==> config.mk <==
export PLATFORM = sky130hd
export DESIGN_NAME = vga_timing_gen
export DESIGN_NICKNAME = d
export VERILOG_FILES = /design/src/rtl/vga_timing_pkg.sv /design/src/rtl/vga_axis_timer.sv /design/src/rtl/vga_timing_gen.sv
export SDC_FILE = /design/constraint.sdc
export NUM_CORES = 1
export LEC_CHECK = 0
export CAP_MARGIN = 10
export CORE_UTILIZATION = 40
export DETAILED_ROUTE_END_ITERATION = 8
export HOLD_SLACK_MARGIN = 0.1
export PLACE_DENSITY = 0.67
export SYNTH_ARGS = -nofsm -noshare
export SYNTH_HDL_FRONTEND = slang
export SYNTH_SLANG_ARGS = --single-unit
==> constraint.sdc <==
create_clock -name i_pixclk -period 5.9 [get_ports i_pixclk]
set_input_delay 1.18 -clock i_pixclk [delete_from_list [all_inputs] [get_ports i_pixclk]]
set_output_delay 1.18 -clock i_pixclk [all_outputs]
set_load 0.01 [all_outputs]
==> src/rtl/vga_timing_pkg.sv <==
// vga_timing_pkg: shared types for the raster timing block.
// Mode fields are held at MODE_W bits and zero-extended from the axis width.
package vga_timing_pkg;

  localparam int MODE_W   = 16;
  localparam int PIPE_LAT = 2;

  typedef enum logic [1:0] {
    IDLE,
    RUN,
    STOP
  } state_t;

  typedef struct packed {
    logic [MODE_W-1:0] width;
    logic [MODE_W-1:0] porch;
    logic [MODE_W-1:0] synch;
    logic [MODE_W-1:0] raw;
  } mode_t;

  function automatic logic mode_valid(input mode_t m);
    return (m.width != '0)
        && (m.width <= m.porch)
        && (m.porch < m.synch)
        && (m.synch < m.raw);
  endfunction

endpackage

==> src/rtl/vga_axis_timer.sv <==
// vga_axis_timer: one raster axis counter with active/sync/last flags.
// Wraps to 0 after raw-1; held at 0 while clr is high.
module vga_axis_timer
  import vga_timing_pkg::*;
#(
  parameter int W = 12
) (
  input  logic         i_pixclk,
  input  logic         i_reset_n,
  input  logic         step,
  input  logic         clr,
  input  mode_t        mode,
  output logic [W-1:0] pos,
  output logic         active,
  output logic         sync,
  output logic         last
);

  logic [MODE_W-1:0] p;

  assign p      = MODE_W'(pos);
  assign active = p < mode.width;
  assign sync   = (p >= mode.porch) && (p < mode.synch);
  assign last   = p == (mode.raw - 1'b1);

  // position counter
  always_ff @(posedge i_pixclk or negedge i_reset_n) begin
    if (!i_reset_n) begin
      pos <= '0;
    end else if (clr) begin
      pos <= '0;
    end else if (step) begin
      pos <= last ? '0 : pos + 1'b1;
    end
  end

endmodule

==> src/rtl/vga_timing_gen.sv <==
// vga_timing_gen: raster timing controller for the VGA pipeline.
// Emits pixel strobes and line/frame markers, aligns returned pixels.
module vga_timing_gen
  import vga_timing_pkg::*;
#(
  parameter int BITS_PER_COLOR = 4,
  parameter int HW             = 12,
  parameter int VW             = 12,
  parameter bit SYNC_ACTIVE_LOW = 1'b1
) (
  input  logic                        i_pixclk,
  input  logic                        i_reset_n,
  input  logic                        i_en,
  input  logic [HW-1:0]               i_hm_width,
  input  logic [HW-1:0]               i_hm_porch,
  input  logic [HW-1:0]               i_hm_synch,
  input  logic [HW-1:0]               i_hm_raw,
  input  logic [VW-1:0]               i_vm_height,
  input  logic [VW-1:0]               i_vm_porch,
  input  logic [VW-1:0]               i_vm_synch,
  input  logic [VW-1:0]               i_vm_raw,
  input  logic [3*BITS_PER_COLOR-1:0] i_pixel,
  output logic                        o_rd,
  output logic                        o_newline,
  output logic                        o_newframe,
  output logic [HW-1:0]               o_width,
  output logic [VW-1:0]               o_height,
  output logic                        o_hsync,
  output logic                        o_vsync,
  output logic [BITS_PER_COLOR-1:0]   o_red,
  output logic [BITS_PER_COLOR-1:0]   o_grn,
  output logic [BITS_PER_COLOR-1:0]   o_blu,
  output logic                        o_err
);

  localparam logic SYNC_OFF = SYNC_ACTIVE_LOW;

  state_t state, state_nx;
  mode_t  hm_in, vm_in;
  mode_t  hmode, vmode;

  logic          in_ok, run, start, frame_end, sample;
  logic          h_act, h_sync, h_last;
  logic          v_act, v_sync, v_last;
  logic [HW-1:0] hpos;
  logic [VW-1:0] vpos;
  logic          unused_pos;

  logic                rd_d1;
  logic [PIPE_LAT-1:0] hs_q, vs_q;

  assign hm_in = '{
    width: MODE_W'(i_hm_width),
    porch: MODE_W'(i_hm_porch),
    synch: MODE_W'(i_hm_synch),
    raw:   MODE_W'(i_hm_raw)
  };
  assign vm_in = '{
    width: MODE_W'(i_vm_height),
    porch: MODE_W'(i_vm_porch),
    synch: MODE_W'(i_vm_synch),
    raw:   MODE_W'(i_vm_raw)
  };

  assign in_ok     = mode_valid(hm_in) && mode_valid(vm_in);
  assign run       = state != IDLE;
  assign start     = (state == IDLE) && i_en && in_ok;
  assign frame_end = run && h_last && v_last;
  assign sample    = ((state == IDLE) && i_en) || frame_end;

  assign unused_pos = ^{hpos, vpos};

  assign o_width  = hmode.width[HW-1:0];
  assign o_height = vmode.width[VW-1:0];

  vga_axis_timer #(.W(HW)) u_htimer (
    .i_pixclk  (i_pixclk),
    .i_reset_n (i_reset_n),
    .step      (run),
    .clr       (!run),
    .mode      (hmode),
    .pos       (hpos),
    .active    (h_act),
    .sync      (h_sync),
    .last      (h_last)
  );

  vga_axis_timer #(.W(VW)) u_vtimer (
    .i_pixclk  (i_pixclk),
    .i_reset_n (i_reset_n),
    .step      (run && h_last),
    .clr       (!run),
    .mode      (vmode),
    .pos       (vpos),
    .active    (v_act),
    .sync      (v_sync),
    .last      (v_last)
  );

  // state register
  always_ff @(posedge i_pixclk or negedge i_reset_n) begin
    if (!i_reset_n) begin
      state <= IDLE;
    end else begin
      state <= state_nx;
    end
  end

  // run/stop sequencing; a stop always lets the frame finish
  always_comb begin
    state_nx = state;
    case (state)
      IDLE: if (start) state_nx = RUN;
      RUN: begin
        if (!i_en) state_nx = frame_end ? IDLE : STOP;
      end
      STOP: begin
        if (i_en) state_nx = RUN;
        else if (frame_end) state_nx = IDLE;
      end
      default: state_nx = IDLE;
    endcase
  end

  // mode latch only at frame boundaries; a bad mode keeps the old one
  always_ff @(posedge i_pixclk or negedge i_reset_n) begin
    if (!i_reset_n) begin
      hmode <= '0;
      vmode <= '0;
      o_err <= 1'b0;
    end else if (sample) begin
      if (in_ok) begin
        hmode <= hm_in;
        vmode <= vm_in;
        o_err <= 1'b0;
      end else begin
        o_err <= 1'b1;
      end
    end
  end

  // strobes, markers, and sync/RGB alignment pipeline
  always_ff @(posedge i_pixclk or negedge i_reset_n) begin
    if (!i_reset_n) begin
      o_rd       <= 1'b0;
      o_newline  <= 1'b0;
      o_newframe <= 1'b0;
      rd_d1      <= 1'b0;
      hs_q       <= '0;
      vs_q       <= '0;
      o_hsync    <= SYNC_OFF;
      o_vsync    <= SYNC_OFF;
      o_red      <= '0;
      o_grn      <= '0;
      o_blu      <= '0;
    end else begin
      o_rd       <= run && h_act && v_act;
      o_newline  <= start || (run && h_last);
      o_newframe <= start || frame_end;
      rd_d1      <= o_rd;
      hs_q       <= {hs_q[PIPE_LAT-2:0], run && h_sync};
      vs_q       <= {vs_q[PIPE_LAT-2:0], run && v_sync};
      o_hsync    <= hs_q[PIPE_LAT-1] ? ~SYNC_OFF : SYNC_OFF;
      o_vsync    <= vs_q[PIPE_LAT-1] ? ~SYNC_OFF : SYNC_OFF;
      {o_red, o_grn, o_blu} <= rd_d1 ? i_pixel : '0;
    end
  end

endmodule

==> parameters.txt <==
Parameter                              Value

Outcome
  Result of the run ... complete, no violations

Clock network
  CTS clk-pin slew, worst paths ... 60 ps
  Total of hold buffers inserted after clock tree synthesis ... 0
  Number of buffers created by CTS ... 17
  Maximum buffer depth of the clock tree ... 2
  Clock sink total ... 145
  Maximum level of the CTS H-tree ... 4
  Post-CTS setup buffer count ... 0
  Clock latency reported for the late side of the worst-skew pair ... 430 ps
  Clock root buffer ... clkbuf_16
  Post-cts sizing count ... 0
  CTS tree ... done

Global route
  Initial antenna violation count ... 0
  Number of global-route vias before repair ... 7604
  Wire length of the first global-routing pass ... 39.3 mm
  GRT Overall Usage ... 0.196
  Largest net degree at the start of global routing ... 96
  Sum of overflow across all layers after global routing ... 0

Worst setup path
  Crit path launch type ... input pin
  Count of cells along the worst register-to-register path ... 9
  Worst setup slack for register-to-register paths ... 2120 ps
  CP Data Arrival Time ... 4920 ps
  Peak fanout along the critical path ... 60
  Startpoint of the lowest-slack register-to-register path ... vmode[3]
  CP Class ... in2reg
  Nature of the critical path endpoint ... flip-flop
  Data required time of the critical path ... 6210 ps
  Worst reg2reg endpoint ... o_height[10]

Cells and area
  Top library cells by usage in the layout, fill and taps aside ... inv_1, clkdlybuf4s50_1, dfrtp_1
  Area growth, synth to finish ... 23.1%
  Non-filler instance count after layout ... 1459
  Count of fill cells added during filler insertion ... 2253
  Fraction of final layout cells with drive strength greater than 1 ... 0.0847
  Area of all placed cells without fillers ... 12300 sq um
  NumNets Final ... 1373

Placement
  Half-perimeter wire length after placement ... 18.8 mm
  Weighted congestion reported at the end of routability-driven placement ... 0.843
  Number of placed instances with taps included ... 1427
  Number of buffers inserted by port buffering ... 152
  Placed cell area ... 11600 sq um

Yosys
  Arithmetic-cell share of the synthesized area counting full adders, half adders and majority gates ... 0.176
  Mapped Avg Cell Area ... 10.0 sq um
  Post-synth EDFFs ... 0
  Ys Warns ... 0
  Main combinational cell family by area after synthesis ... adder cells
  Synthesized-area fraction occupied by ao, oa, aoi and oai cells ... 0.116
  Proportion of netlist area held by the largest area contributor ... 0.359
  Synthesis-stage register bit count ... 145
  Synth top area cells ... dfrtp_1, ha_1, mux2_2, inv_1, mux2i_1
  Cells after synthesis ... 993
  Number of library cell types mapped by synthesis ... 63
  Primary FF master, synth ... dfrtp_1
  Proportion of synthesized area in mux cells ... 0.107
  Post-synthesis share of cell area spent on and, or, nand and nor gates ... 0.113
  Synthesized-area fraction occupied by xor and xnor cells ... 0.0348
  Async SR Flop Fraction ... 1.00
  Cell taking the most area after synthesis ... dfrtp_1
  Sequential share of the synthesized area ... 0.365
  Mapped Area ... 9960 sq um
  Post-Syn Nets ... 1244

Pwr
  Sequential group share of total power ... 0.371
  Clock share of power ... 0.274
  Leakage Power ... 6.09 nW
  Net load switching power ... 0.00140 W
  Switch share ... 0.335
  Areal power density over the cells ... 341 nW/um^2
  Part of the power in combinational logic ... 0.355
  Internal power contribution ... 0.00278 W
  Worst-case vdd ir drop ... 0.000164 V

Hold path
  Worst Min Path Start ... vs_q[1]
  Hold Path Depth ... 1
  Hold Path End ... o_vsync
  Worst min-delay path class ... reg2reg

Route
  WL/cell ... 16.4 um
  Routed Antenna Nets ... 0
  1st-pass router iterations ... 5
  Total vias in the final route ... 7552
  Vias per cell ... 5.18
  Post-route DRC ... 0
  Total length of routed wires ... 24.0 mm
  Starting DRC count in detailed routing ... 349

Floorplan
  Die H ... 160 um
  Initial Util ... 0.408
  Site Rows ... 57
  Core area ... 24400 sq um
  Die Width ... 160 um
  Total Die Area ... 25500 sq um
  Ports placed on the boundary ... 153

STA
  Total negative slack for setup checks ... 0 ps
  Hold Fails Final Rpt ... 0
  Unrepaired setup endpoints after global routing ... false
  Final critical-path share of the clock period ... 0.781
  Max-slew violation count ... 0
  Transition time at the pin with the least slew margin ... 889 ps
  Slew Limit Headroom ... 0.408
  Maximum clock frequency ... 217 MHz
  Post-layout minimum cycle time ... 4610 ps
  Setup Skew ... 12.1 ps
  Final setup violation count ... 0

Flow run
  Max capacitance violation total ... 0
[area by class of cell]
type | instances | area (sq um) | area share
antenna | 1 | 2.50 | 0.000204
clock buffer | 19 | 433 | 0.0353
clock inverter | 12 | 183 | 0.0149
inverter | 151 | 567 | 0.0463
multi-input combinational | 650 | 5450 | 0.444
sequential | 145 | 3630 | 0.296
tap | 324 | 405 | 0.0331
timing repair buffer | 157 | 1590 | 0.129
[sequential cells by signal, indices dropped and copies added, names as in the netlist]
signal	cells
u_vtimer.pos	12
o_blu	4
u_htimer.pos	12
o_newframe	1
o_grn	4
state	2
o_newline	1
vmode	36
o_height	12
o_rd	1
hs_q	2
o_hsync	1
rd_d1	1
o_width	12
hmode	36
o_err	1
o_vsync	1
vs_q	2
o_red	4
[routing by layer]
metal / part of all wire / global-route usage / up-vias
met3: 0.034 / 0.0327 / 26
met2: 0.48 / 0.324 / 154
met1: 0.47 / 0.263 / 3647
li1: - / - / 3725
met5: 0 / 0 / -
met4: 0.017 / 0.0551 / 0
[kinds of logic after synthesis]
kind of cell / count (synthesis)
AOI/OAI and AO/OA: 168
adders and majority gates: 140
muxes: 100
buffers and inverters: 198
DFF: 145
and+or+nand+nor: 204
xor gates and xnor gates: 38
[power by group through the flow]
stage | registers (W) | clock network (W) | logic (W)
after floorplan | 0.00148 | 0 | 0.00109
after global placement | 0.00156 | 0 | 0.00144
after detailed placement | 0.00157 | 0 | 0.00148
after CTS | 0.00155 | 0.00116 | 0.00149
after global routing | 0.00160 | 0.00121 | 0.00166
final | 0.00155 | 0.00115 | 0.00148
[worst max path at each step]
stage                   from      endpoint  slack, ps  depth (start not counted)
2_1_floorplan    i_vm_raw[5]     hmode[16]       1960                         10
3_3_place_gp   i_hm_porch[9]   o_height[8]        930                         12
4_1_cts        i_hm_porch[9]   o_height[8]       1310                         12
6_report       i_hm_porch[9]  o_height[10]       1290                         12
3_5_place_dp   i_hm_porch[9]    o_width[2]        870                         12
5_1_grt        i_hm_porch[9]     hmode[11]       1180                         12
[metrics by stage]
step | hold WS, ps | total power (W) | utilization | setup slack [ps]
2_1_floorplan | 331 | 0.00257 | - | 1960
3_3_place_gp | 334 | 0.00300 | 0.477 | 928
3_5_place_dp | 336 | 0.00305 | 0.477 | 869
4_1_cts | 352 | 0.00421 | 0.502 | 1310
5_1_grt | 356 | 0.00447 | 0.502 | 1180
6_report | 349 | 0.00418 | 0.502 | 1290
[cells in the mapped netlist, types with 5 or more instances]
cell        n
nor2b_1     5
nand3_1    20
inv_1     151
ha_1      140
nand2_1    24
nor4_1     15
a21oi_1    40
nand4_1    18
o21a_1      5
clkbuf_1   12
o22ai_1     5
mux2i_1    49
o211ai_1    5
xnor2_1    21
a22o_1      5
and3_1     12
a211oi_1    8
a31oi_1    12
dfrtp_1   143
xor2_1     16
nand2b_1   19
o21ai_0    17
nor3_1     10
nor2_1     43
and2_1     12
mux2_2     51
a21o_1     43
o31ai_1     5
buf_4      30
[critical path, stage by stage]
cell and delay, ps:
clkdlybuf4s50_1 510, inv_1 70, ha_1 290, a21o_1 180
a21o_1 170, a21oi_1 200, o211ai_1 150, a222oi_1 430
or4b_2 710, a21oi_4 220, buf_12 330, mux2_2 390
(Power assumes the default switching activity.)
